[config.mk]
export PLATFORM = sky130hd
export DESIGN_NAME = linebuf_page_sched
export DESIGN_NICKNAME = d
export VERILOG_FILES = /design/src/rtl/linebuf_page_sched.sv
export SDC_FILE = /design/constraint.sdc
export NUM_CORES = 1
export LEC_CHECK = 0
export BUFFER_PORTS_ARGS = -buffer_cell sky130_fd_sc_hd__buf_2
export CORE_MARGIN = 1
export CORE_UTILIZATION = 30
export DETAILED_ROUTE_END_ITERATION = 6
export SYNTH_ARGS = -nofsm -noshare
export SYNTH_HDL_FRONTEND = slang
export SYNTH_SLANG_ARGS = --single-unit
export TNS_END_PERCENT = 1
[constraint.sdc]
create_clock -name CLK -period 3.8 [get_ports CLK]
set_input_delay 0 -clock CLK [delete_from_list [all_inputs] [get_ports CLK]]
set_output_delay 0 -clock CLK [all_outputs]
set_load 0.1 [all_outputs]
[src/rtl/linebuf_page_sched.sv]
// Page scheduler for the paged dual-port line buffer: circular page hand-off to writer and reader,
// read address generation and line repeat. Define LINEBUF_PAGE_STATS_EN for drop/underrun counters.
module linebuf_page_sched #(
    parameter int unsigned num_of_pages = 4,
    parameter int unsigned pagesize     = 1024,
    parameter int unsigned rpt_max      = 4,
    localparam int unsigned PAGE_W = $clog2(num_of_pages),
    localparam int unsigned ADDR_W = $clog2(pagesize),
    localparam int unsigned LEN_W  = $clog2(pagesize + 1),
    localparam int unsigned RPT_W  = $clog2(rpt_max + 1)
) (
    input  logic              CLK,
    input  logic              RST,
    input  logic              wr_start,
    input  logic              wr_done,
    input  logic [LEN_W-1:0]  wr_len,
    output logic              wr_busy,
    output logic [PAGE_W-1:0] wrpage,
    output logic              wr_drop,
`ifdef LINEBUF_PAGE_STATS_EN
    output logic [7:0]        drop_cnt,
    output logic [7:0]        underrun_cnt,
`endif
    input  logic              rd_start,
    input  logic [RPT_W-1:0]  rd_rpt,
    output logic              rden,
    output logic [PAGE_W-1:0] rdpage,
    output logic [ADDR_W-1:0] rdaddr,
    output logic              rd_line_done,
    output logic              rd_underrun
);

    localparam logic [LEN_W-1:0] PageSizeL = LEN_W'(pagesize);
    localparam logic [RPT_W-1:0] RptMaxL   = RPT_W'(rpt_max);

    typedef enum logic [1:0] {PgFree, PgWriting, PgReady, PgReading} pg_state_e;
    typedef enum logic       {WIdle, WAct} w_state_e;
    typedef enum logic [1:0] {RIdle, RRead, RHold} r_state_e;

    pg_state_e         pg_state_q [num_of_pages];
    pg_state_e         pg_state_d [num_of_pages];
    logic [LEN_W-1:0]  pg_len_q   [num_of_pages];
    logic [LEN_W-1:0]  pg_len_d   [num_of_pages];

    w_state_e          w_state_q, w_state_d;
    logic [PAGE_W-1:0] wp_q, wp_d;
    logic [PAGE_W-1:0] wrpage_q, wrpage_d;
    logic              wr_drop_q, wr_drop_d;

    r_state_e          r_state_q, r_state_d;
    logic [PAGE_W-1:0] rp_q, rp_d;
    logic [RPT_W-1:0]  rep_q, rep_d;
    logic              rden_q, rden_d;
    logic [PAGE_W-1:0] rdpage_q, rdpage_d;
    logic [ADDR_W-1:0] rdaddr_q, rdaddr_d;
    logic              rd_line_done_q, rd_line_done_d;
    logic              rd_underrun_q, rd_underrun_d;

    logic [LEN_W-1:0]  fin_len;
    logic [LEN_W-1:0]  cur_len;
    logic [RPT_W-1:0]  rep_load;
    logic [PAGE_W-1:0] rp_next;
    logic              try_claim;

    function automatic logic [PAGE_W-1:0] next_page(input logic [PAGE_W-1:0] p);
        return (p == PAGE_W'(num_of_pages - 1)) ? '0 : p + PAGE_W'(1);
    endfunction

    always_comb begin
        pg_state_d     = pg_state_q;
        pg_len_d       = pg_len_q;
        w_state_d      = w_state_q;
        wp_d           = wp_q;
        wrpage_d       = wrpage_q;
        wr_drop_d      = 1'b0;
        try_claim      = 1'b0;
        r_state_d      = r_state_q;
        rp_d           = rp_q;
        rep_d          = rep_q;
        rden_d         = 1'b0;
        rdpage_d       = rdpage_q;
        rdaddr_d       = '0;
        rd_line_done_d = 1'b0;
        rd_underrun_d  = 1'b0;

        fin_len  = (wr_len > PageSizeL) ? PageSizeL : wr_len;
        cur_len  = pg_len_q[rdpage_q];
        rp_next  = next_page(rp_q);
        rep_load = (rd_rpt == '0) ? RPT_W'(1) : ((rd_rpt > RptMaxL) ? RptMaxL : rd_rpt);

        // Writer: finish first, then a same-cycle start is judged against the advanced wp
        // using the page states registered before this edge.
        if (w_state_q == WAct) begin
            if (wr_done) begin
                w_state_d = WIdle;
                if (fin_len != '0) begin
                    pg_state_d[wrpage_q] = PgReady;
                    pg_len_d[wrpage_q]   = fin_len;
                    wp_d                 = next_page(wp_q);
                end else begin
                    pg_state_d[wrpage_q] = PgFree;
                end
                try_claim = wr_start;
            end
        end else begin
            try_claim = wr_start;
        end

        if (try_claim) begin
            if (pg_state_q[wp_d] == PgFree) begin
                pg_state_d[wp_d] = PgWriting;
                wrpage_d         = wp_d;
                w_state_d        = WAct;
            end else begin
                wr_drop_d = 1'b1;
            end
        end

        // Reader: touches only READY pages or the page it already holds.
        unique case (r_state_q)
            RIdle: begin
                if (rd_start) begin
                    if (pg_state_q[rp_q] == PgReady) begin
                        pg_state_d[rp_q] = PgReading;
                        rep_d            = rep_load;
                        rdpage_d         = rp_q;
                        rden_d           = 1'b1;
                        r_state_d        = RRead;
                    end else begin
                        rd_underrun_d = 1'b1;
                    end
                end
            end
            RRead: begin
                if (LEN_W'(rdaddr_q) == cur_len - LEN_W'(1)) begin
                    rd_line_done_d = 1'b1;
                    r_state_d      = RHold;
                    if (rep_q != '0) begin
                        rep_d = rep_q - RPT_W'(1);
                    end
                end else begin
                    rden_d   = 1'b1;
                    rdaddr_d = rdaddr_q + ADDR_W'(1);
                end
            end
            RHold: begin
                if (rd_start) begin
                    rden_d    = 1'b1;
                    r_state_d = RRead;
                    if (rep_q == '0) begin
                        if (pg_state_q[rp_next] == PgReady) begin
                            pg_state_d[rp_q]    = PgFree;
                            pg_state_d[rp_next] = PgReading;
                            rp_d                = rp_next;
                            rdpage_d            = rp_next;
                            rep_d               = rep_load;
                        end else begin
                            rd_underrun_d = 1'b1;
                        end
                    end
                end
            end
            default: r_state_d = RIdle;
        endcase
    end

    always_ff @(posedge CLK) begin
        if (RST) begin
            for (int i = 0; i < int'(num_of_pages); i++) begin
                pg_state_q[i] <= PgFree;
                pg_len_q[i]   <= '0;
            end
            w_state_q      <= WIdle;
            wp_q           <= '0;
            wrpage_q       <= '0;
            wr_drop_q      <= 1'b0;
            r_state_q      <= RIdle;
            rp_q           <= '0;
            rep_q          <= '0;
            rden_q         <= 1'b0;
            rdpage_q       <= '0;
            rdaddr_q       <= '0;
            rd_line_done_q <= 1'b0;
            rd_underrun_q  <= 1'b0;
        end else begin
            pg_state_q     <= pg_state_d;
            pg_len_q       <= pg_len_d;
            w_state_q      <= w_state_d;
            wp_q           <= wp_d;
            wrpage_q       <= wrpage_d;
            wr_drop_q      <= wr_drop_d;
            r_state_q      <= r_state_d;
            rp_q           <= rp_d;
            rep_q          <= rep_d;
            rden_q         <= rden_d;
            rdpage_q       <= rdpage_d;
            rdaddr_q       <= rdaddr_d;
            rd_line_done_q <= rd_line_done_d;
            rd_underrun_q  <= rd_underrun_d;
        end
    end

    assign wr_busy      = (w_state_q == WAct);
    assign wrpage       = wrpage_q;
    assign wr_drop      = wr_drop_q;
    assign rden         = rden_q;
    assign rdpage       = rdpage_q;
    assign rdaddr       = rdaddr_q;
    assign rd_line_done = rd_line_done_q;
    assign rd_underrun  = rd_underrun_q;

`ifdef LINEBUF_PAGE_STATS_EN
    logic [7:0] drop_cnt_q, drop_cnt_d;
    logic [7:0] underrun_cnt_q, underrun_cnt_d;

    always_comb begin
        drop_cnt_d     = drop_cnt_q;
        underrun_cnt_d = underrun_cnt_q;
        if (wr_drop_d && drop_cnt_q != 8'hff) begin
            drop_cnt_d = drop_cnt_q + 8'd1;
        end
        if (rd_underrun_d && underrun_cnt_q != 8'hff) begin
            underrun_cnt_d = underrun_cnt_q + 8'd1;
        end
    end

    always_ff @(posedge CLK) begin
        if (RST) begin
            drop_cnt_q     <= '0;
            underrun_cnt_q <= '0;
        end else begin
            drop_cnt_q     <= drop_cnt_d;
            underrun_cnt_q <= underrun_cnt_d;
        end
    end

    assign drop_cnt     = drop_cnt_q;
    assign underrun_cnt = underrun_cnt_q;
`endif

endmodule

After elaboration in Yosys (flattened, before gate mapping)
Index checks and enable logic that the tools add are counted.

Register bits: 80. Input bits: 19. Logic and storage cells: 170.

Bitwise gates (word level): 19. Reduce and logical (&&, ||, !) cells: 21. Equal/unequal tests: 14. Magnitude comparators: 11. Add/subtract/negate cells: 5. Multiplexer cells: 80.

Operators by type and width (count): $mux W8 (10); $mux W2 (24); $bwmux W44 (1); $mux W11 (4); $mux W3 (9); $bmux W11 S2 (1); $demux W11 S2 (1); $mux W1 (17); $and A8 B8 Y8 (2); $demux W2 S2 (4); $not A8 Y8 (2); $or A8 B8 Y8 (2); $pmux W8 S2 (1); $ge A3 B3 Y1 const B (5); $not A2 Y3 (5); $ne A2 B2 Y1 const B (7); $bmux W2 S2 (3); $lt A3 B1 Y1 const B (4); $eq A10 B11 Y1 (1); $gt A11 B11 Y1 const B (1); $reduce_bool A11 Y1 (1); $sub A11 B1 Y11 const B (1); $add A10 B1 Y10 const B (1); $eq A2 B2 Y1 const B (5); other kinds (25) (38).

Depth between registers and ports, before layout
Depth after elaboration: 21. Gate-level depth with buffers: 14.

Worst setup path after synthesis
Ideal clock, no wire load.

Kind: register to register. From: register rdpage_q[1] (netlist: rdpage[1]). To: register rdaddr_q[3] (netlist: rdaddr[3]). Data arrival time: 3.714 ns. Stages on the path, launching flop included: 14. Path buffers: 3. Setup slack: 0.019 ns. Clock period less this slack: 3.781 ns. Setup time: 0.067 ns. Cells stage by stage: dfxtp_1 > buf_6 > mux4_2 > inv_1 > ha_1 > buf_1 > and4b_1 > o21ai_0 > xnor2_1 > a311o_2 > and3_1 > nand2b_4 > buf_6 > nor2_1.

Word-level cells in the longest chain between the ends: 7.

Ends and longest elaborated chain: start, declared (line 54) `logic [PAGE_W-1:0] rdpage_q, rdpage_d;`; start signal, assigned (line 196) `rdpage_q <= rdpage_d;`; $not A2 Y3 (not written as such) (line 87) `cur_len = pg_len_q[rdpage_q];`; $bmux W11 S2 (line 87); $mux W11 (not written as such) (2 in series) (line 87); $sub A11 B1 Y11 (line 135) `if (LEN_W'(rdaddr_q) == cur_len - LEN_W'(1)) begin`; $eq A10 B11 Y1 (line 135); $reduce_or A3 Y1 (no source line); end signal, assigned (line 197) `rdaddr_q <= rdaddr_d;`; end, declared (line 55) `logic [ADDR_W-1:0] rdaddr_q, rdaddr_d;`.

No other way between the ends. The select of a mux whose other input is x is not followed. A chain may end at the register's enable or synchronous reset.

Worst setup path after layout
From: register rdpage_q[1] (netlist: rdpage[1]). To: register rep_q[2].

Word-level cells in the longest chain between the ends: 8.

Ends and longest elaborated chain: $not A2 Y3 (not written as such) (line 87); $bmux W11 S2 (line 87); $mux W11 (not written as such) (2 in series) (line 87); $sub A11 B1 Y11 (line 135); $eq A10 B11 Y1 (line 135); $ne A2 B2 Y1 (no source line); $reduce_and A8 Y1 (no source line); end signal, assigned (line 194) `rep_q <= rep_d;`; end, declared (line 52) `logic [RPT_W-1:0] rep_q, rep_d;`.

No other way between the ends. The select of a mux whose other input is x is not followed.

==> out/results.txt <==
worst hold slack = 56.0 ps
cts hold-fix bufs = 2
worst skew pair latency = 340 ps
VDD IR max = 0.208 mV
final std cells w/o fill = 683
Sequential Power Share = 45.0%
Core ar. = 13800 um^2
grt ovf = 0
die height = 121 um
Yosys reg bits = 80
Syn Area/Cell = 9.14 um^2
Pwr Density = 395 nW/um^2
area of the mapped netlist = 4250 um^2
Clk pwr share = 42.6%
number of I/O port buffers = 37
CTS sink count = 80
Lkg Pwr = 1.84 nW
largest net degree at the start of global routing = 49
fin nets = 527
die area = 14600 um^2
asr flop ratio synth = 0%
initial antenna violation count = 0
GR Util All Layers = 15.0%
Internal = 1.39 mW
max_cap viols = 0
CTS Buf Count = 9
syn_nets = 494
Layout area overhead = 15.2%
Initial Util = 30.7%
H-tree depth = 3
Via density = 5.10
switching part of the total = 28.0%
Setup-failing EPs final = 0
Final Power = 1.93 mW
Reg area = 1600 um^2
Hold Vio Cnt, Final = 0
1st-iter DRT viols = 240
routed wire length = 10.3 mm
clock-pin slew on the worst setup and hold paths = 60 ps
Psw = 540 uW
routed via count = 3486
crit path buf inv count = 1
TritonCTS clock tree = built
cell mode on critical path = o21ai_0
Hold Crit Class = input port to register
postcts setup bufs = 0
CTS max path bufs = 2
Main synth FF type = dfxtp_1
startpoint types = register
CP max stage delay = 610 ps
WS Path Type = register to register
Crit-path slowest cell = mux4_2
area of the multi-input gates = 2500 um^2
power share of the combinational group = 12.4%
DRC Markers = 0
Routed wire per std cell = 15.0 um
antenna cells = 0
worst slew pin tran = 967 ps
most frequent cells in the layout = dfxtp_1 (80), nor2_1 (78), mux2i_1 (45)
DP Cell Count = 665
Final Core Density = 35.4%
Synth area leaders = dfxtp_1 (38%), mux2i_1 (11%), nor2_1 (7.0%)
period utilisation layout = 83.9%
CP required = 4020 ps
EDFF count, synth = 0
register area share after synthesis = 37.7%
vias in the first global route = 3354
FP Rows = 43
share of layout cells above drive strength 1 = 15.3%
commonest non-fill, non-tap cell in the layout = dfxtp_1
first-pass GRT wire length = 17.0 mm
post-cts sizing count = 0
post-route setup TNS = 0 ps
Worst setup EP type = register
achievable frequency = 314 MHz
crit path DAT = 3400 ps
crit-path max FO = 9
clock period minus worst slack = 3190 ps
YS warnings = 0
outcome = complete, no violations
Fill cells = 1411
Final Skew = 8.39 ps
IO Count = 38
area fraction of the dominant cell type after synthesis = 37.7%
number of standard cells after synthesis = 465
Synth area leader = dfxtp_1
Worst path top cell family by delay = compound AO/OA/AOI/OAI gates
DRT antenna net count = 0
Yosys cell types = 53
crit-path cells = mux4_2, inv_1, ha_1, and4b_1, o21ai_0, xnor2_1, a311o_2, a31oi_4, mux2i_1, o21ai_0
root buf cell = clkbuf_16
gpl congestion = 0.853
drt pass-1 iters = 4
DPL Wire Length = 7.66 mm
Final Slew Violations = 0
Die W = 121 um
RSZ-0062 raised after global routing = no
Slew HR = 35.5%
-- synth_stat cells, types with 5 or more instances --
library cell  number
a211oi_1           5
a21oi_1           21
clkbuf_1          13
dfxtp_1           80
ha_1              10
inv_1             11
mux2i_1           45
mux4_1             7
mux4_2             6
nand2_1           41
nand2b_1           9
nand3_1           13
nor2_1            79
nor2b_1           15
nor3_1             9
nor4_1             6
o21ai_0           11
o31ai_1            5
xnor2_1           15
xor2_1             6
-- metrics by stage --
stage | area [um^2] | worst slack (ps)
after detailed placement | 4590 | 626
after global routing | 4890 | 359
after floorplan | 4250 | 19.2
final | 4890 | 612
after CTS | 4890 | 622
after global placement | 4590 | 731
-- power groups by stage --
stage	clock, mW	combinational, mW	sequential [mW]
finish	0.822	0.239	0.870
floorplan	0	0.148	0.924
global placement	0	0.234	0.887
detailed placement	0	0.238	0.888
CTS	0.840	0.240	0.869
global route	0.882	0.260	0.871
-- metal layers --
metal | vias to the layer above | wire length, um | part of all wire, % | global-route usage, %
li1 | 1715 | - | - | -
met1 | 1688 | 5080 | 50 | 20.1
met2 | 70 | 4610 | 45 | 23.5
met3 | 13 | 415 | 4.0 | 3.10
met4 | 0 | 155 | 1.5 | 5.94
met5 | - | 0 | 0 | 0
-- final timing paths --
path / startpoint / to / slack [ps] / cells after the start
worst min register to register: pg_len_q[20] / pg_len_q[20] / 460 / 2
worst min-delay path: wr_len[10] / pg_len_q[21] / 60 / 3
worst max-delay path: rdpage[1] / rep_q[2] / 610 / 10
worst max register to register: rdpage[1] / rep_q[2] / 610 / 10
-- kinds of logic (layout without fill, tap and decap cells) --
group / count (synthesis) / in the layout / share of synthesized area, %
adders and majority gates: 10 / 10 / 2.95
buffers and inverters: 33 / 71 / 3.56
and+or+nand+nor: 196 / 196 / 22.3
DFF: 80 / 80 / 37.7
muxes: 60 / 60 / 18.6
AOI/OAI and AO/OA: 64 / 64 / 10.2
xor gates and xnor gates: 22 / 22 / 4.71
-- flip-flops by register name, summed over array words and instances, names as in the netlist --
name          cells
pg_len_q         44
wrpage            2
rdaddr           10
wr_drop           1
rd_underrun       1
rep_q             3
wr_busy           1
rp_q              2
wp_q              2
r_state_q         2
rd_line_done      1
rden              1
pg_state_q        8
rdpage            2
-- layout make-up --
| type | count | share of cell area (%) |
|---|---|---|
| clock inverter | 6 | 1.02 |
| inverter | 11 | 0.844 |
| timing repair buffer | 44 | 4.96 |
| multi-input combinational | 352 | 51.2 |
| clock buffer | 10 | 4.68 |
| sequential | 80 | 32.7 |
| tap | 180 | 4.60 |
-- worst register-to-register path, delay by kind of cell, from the launching register on --
kind | cells | cell delay [ps]
AOI/OAI and AO/OA | 4 | 890
muxes | 2 | 810
DFF | 1 | 420
and+or+nand+nor | 1 | 370
adders and majority gates | 1 | 350
xor gates and xnor gates | 1 | 150
buffers and inverters | 1 | 90
(Power assumes the default switching activity.)
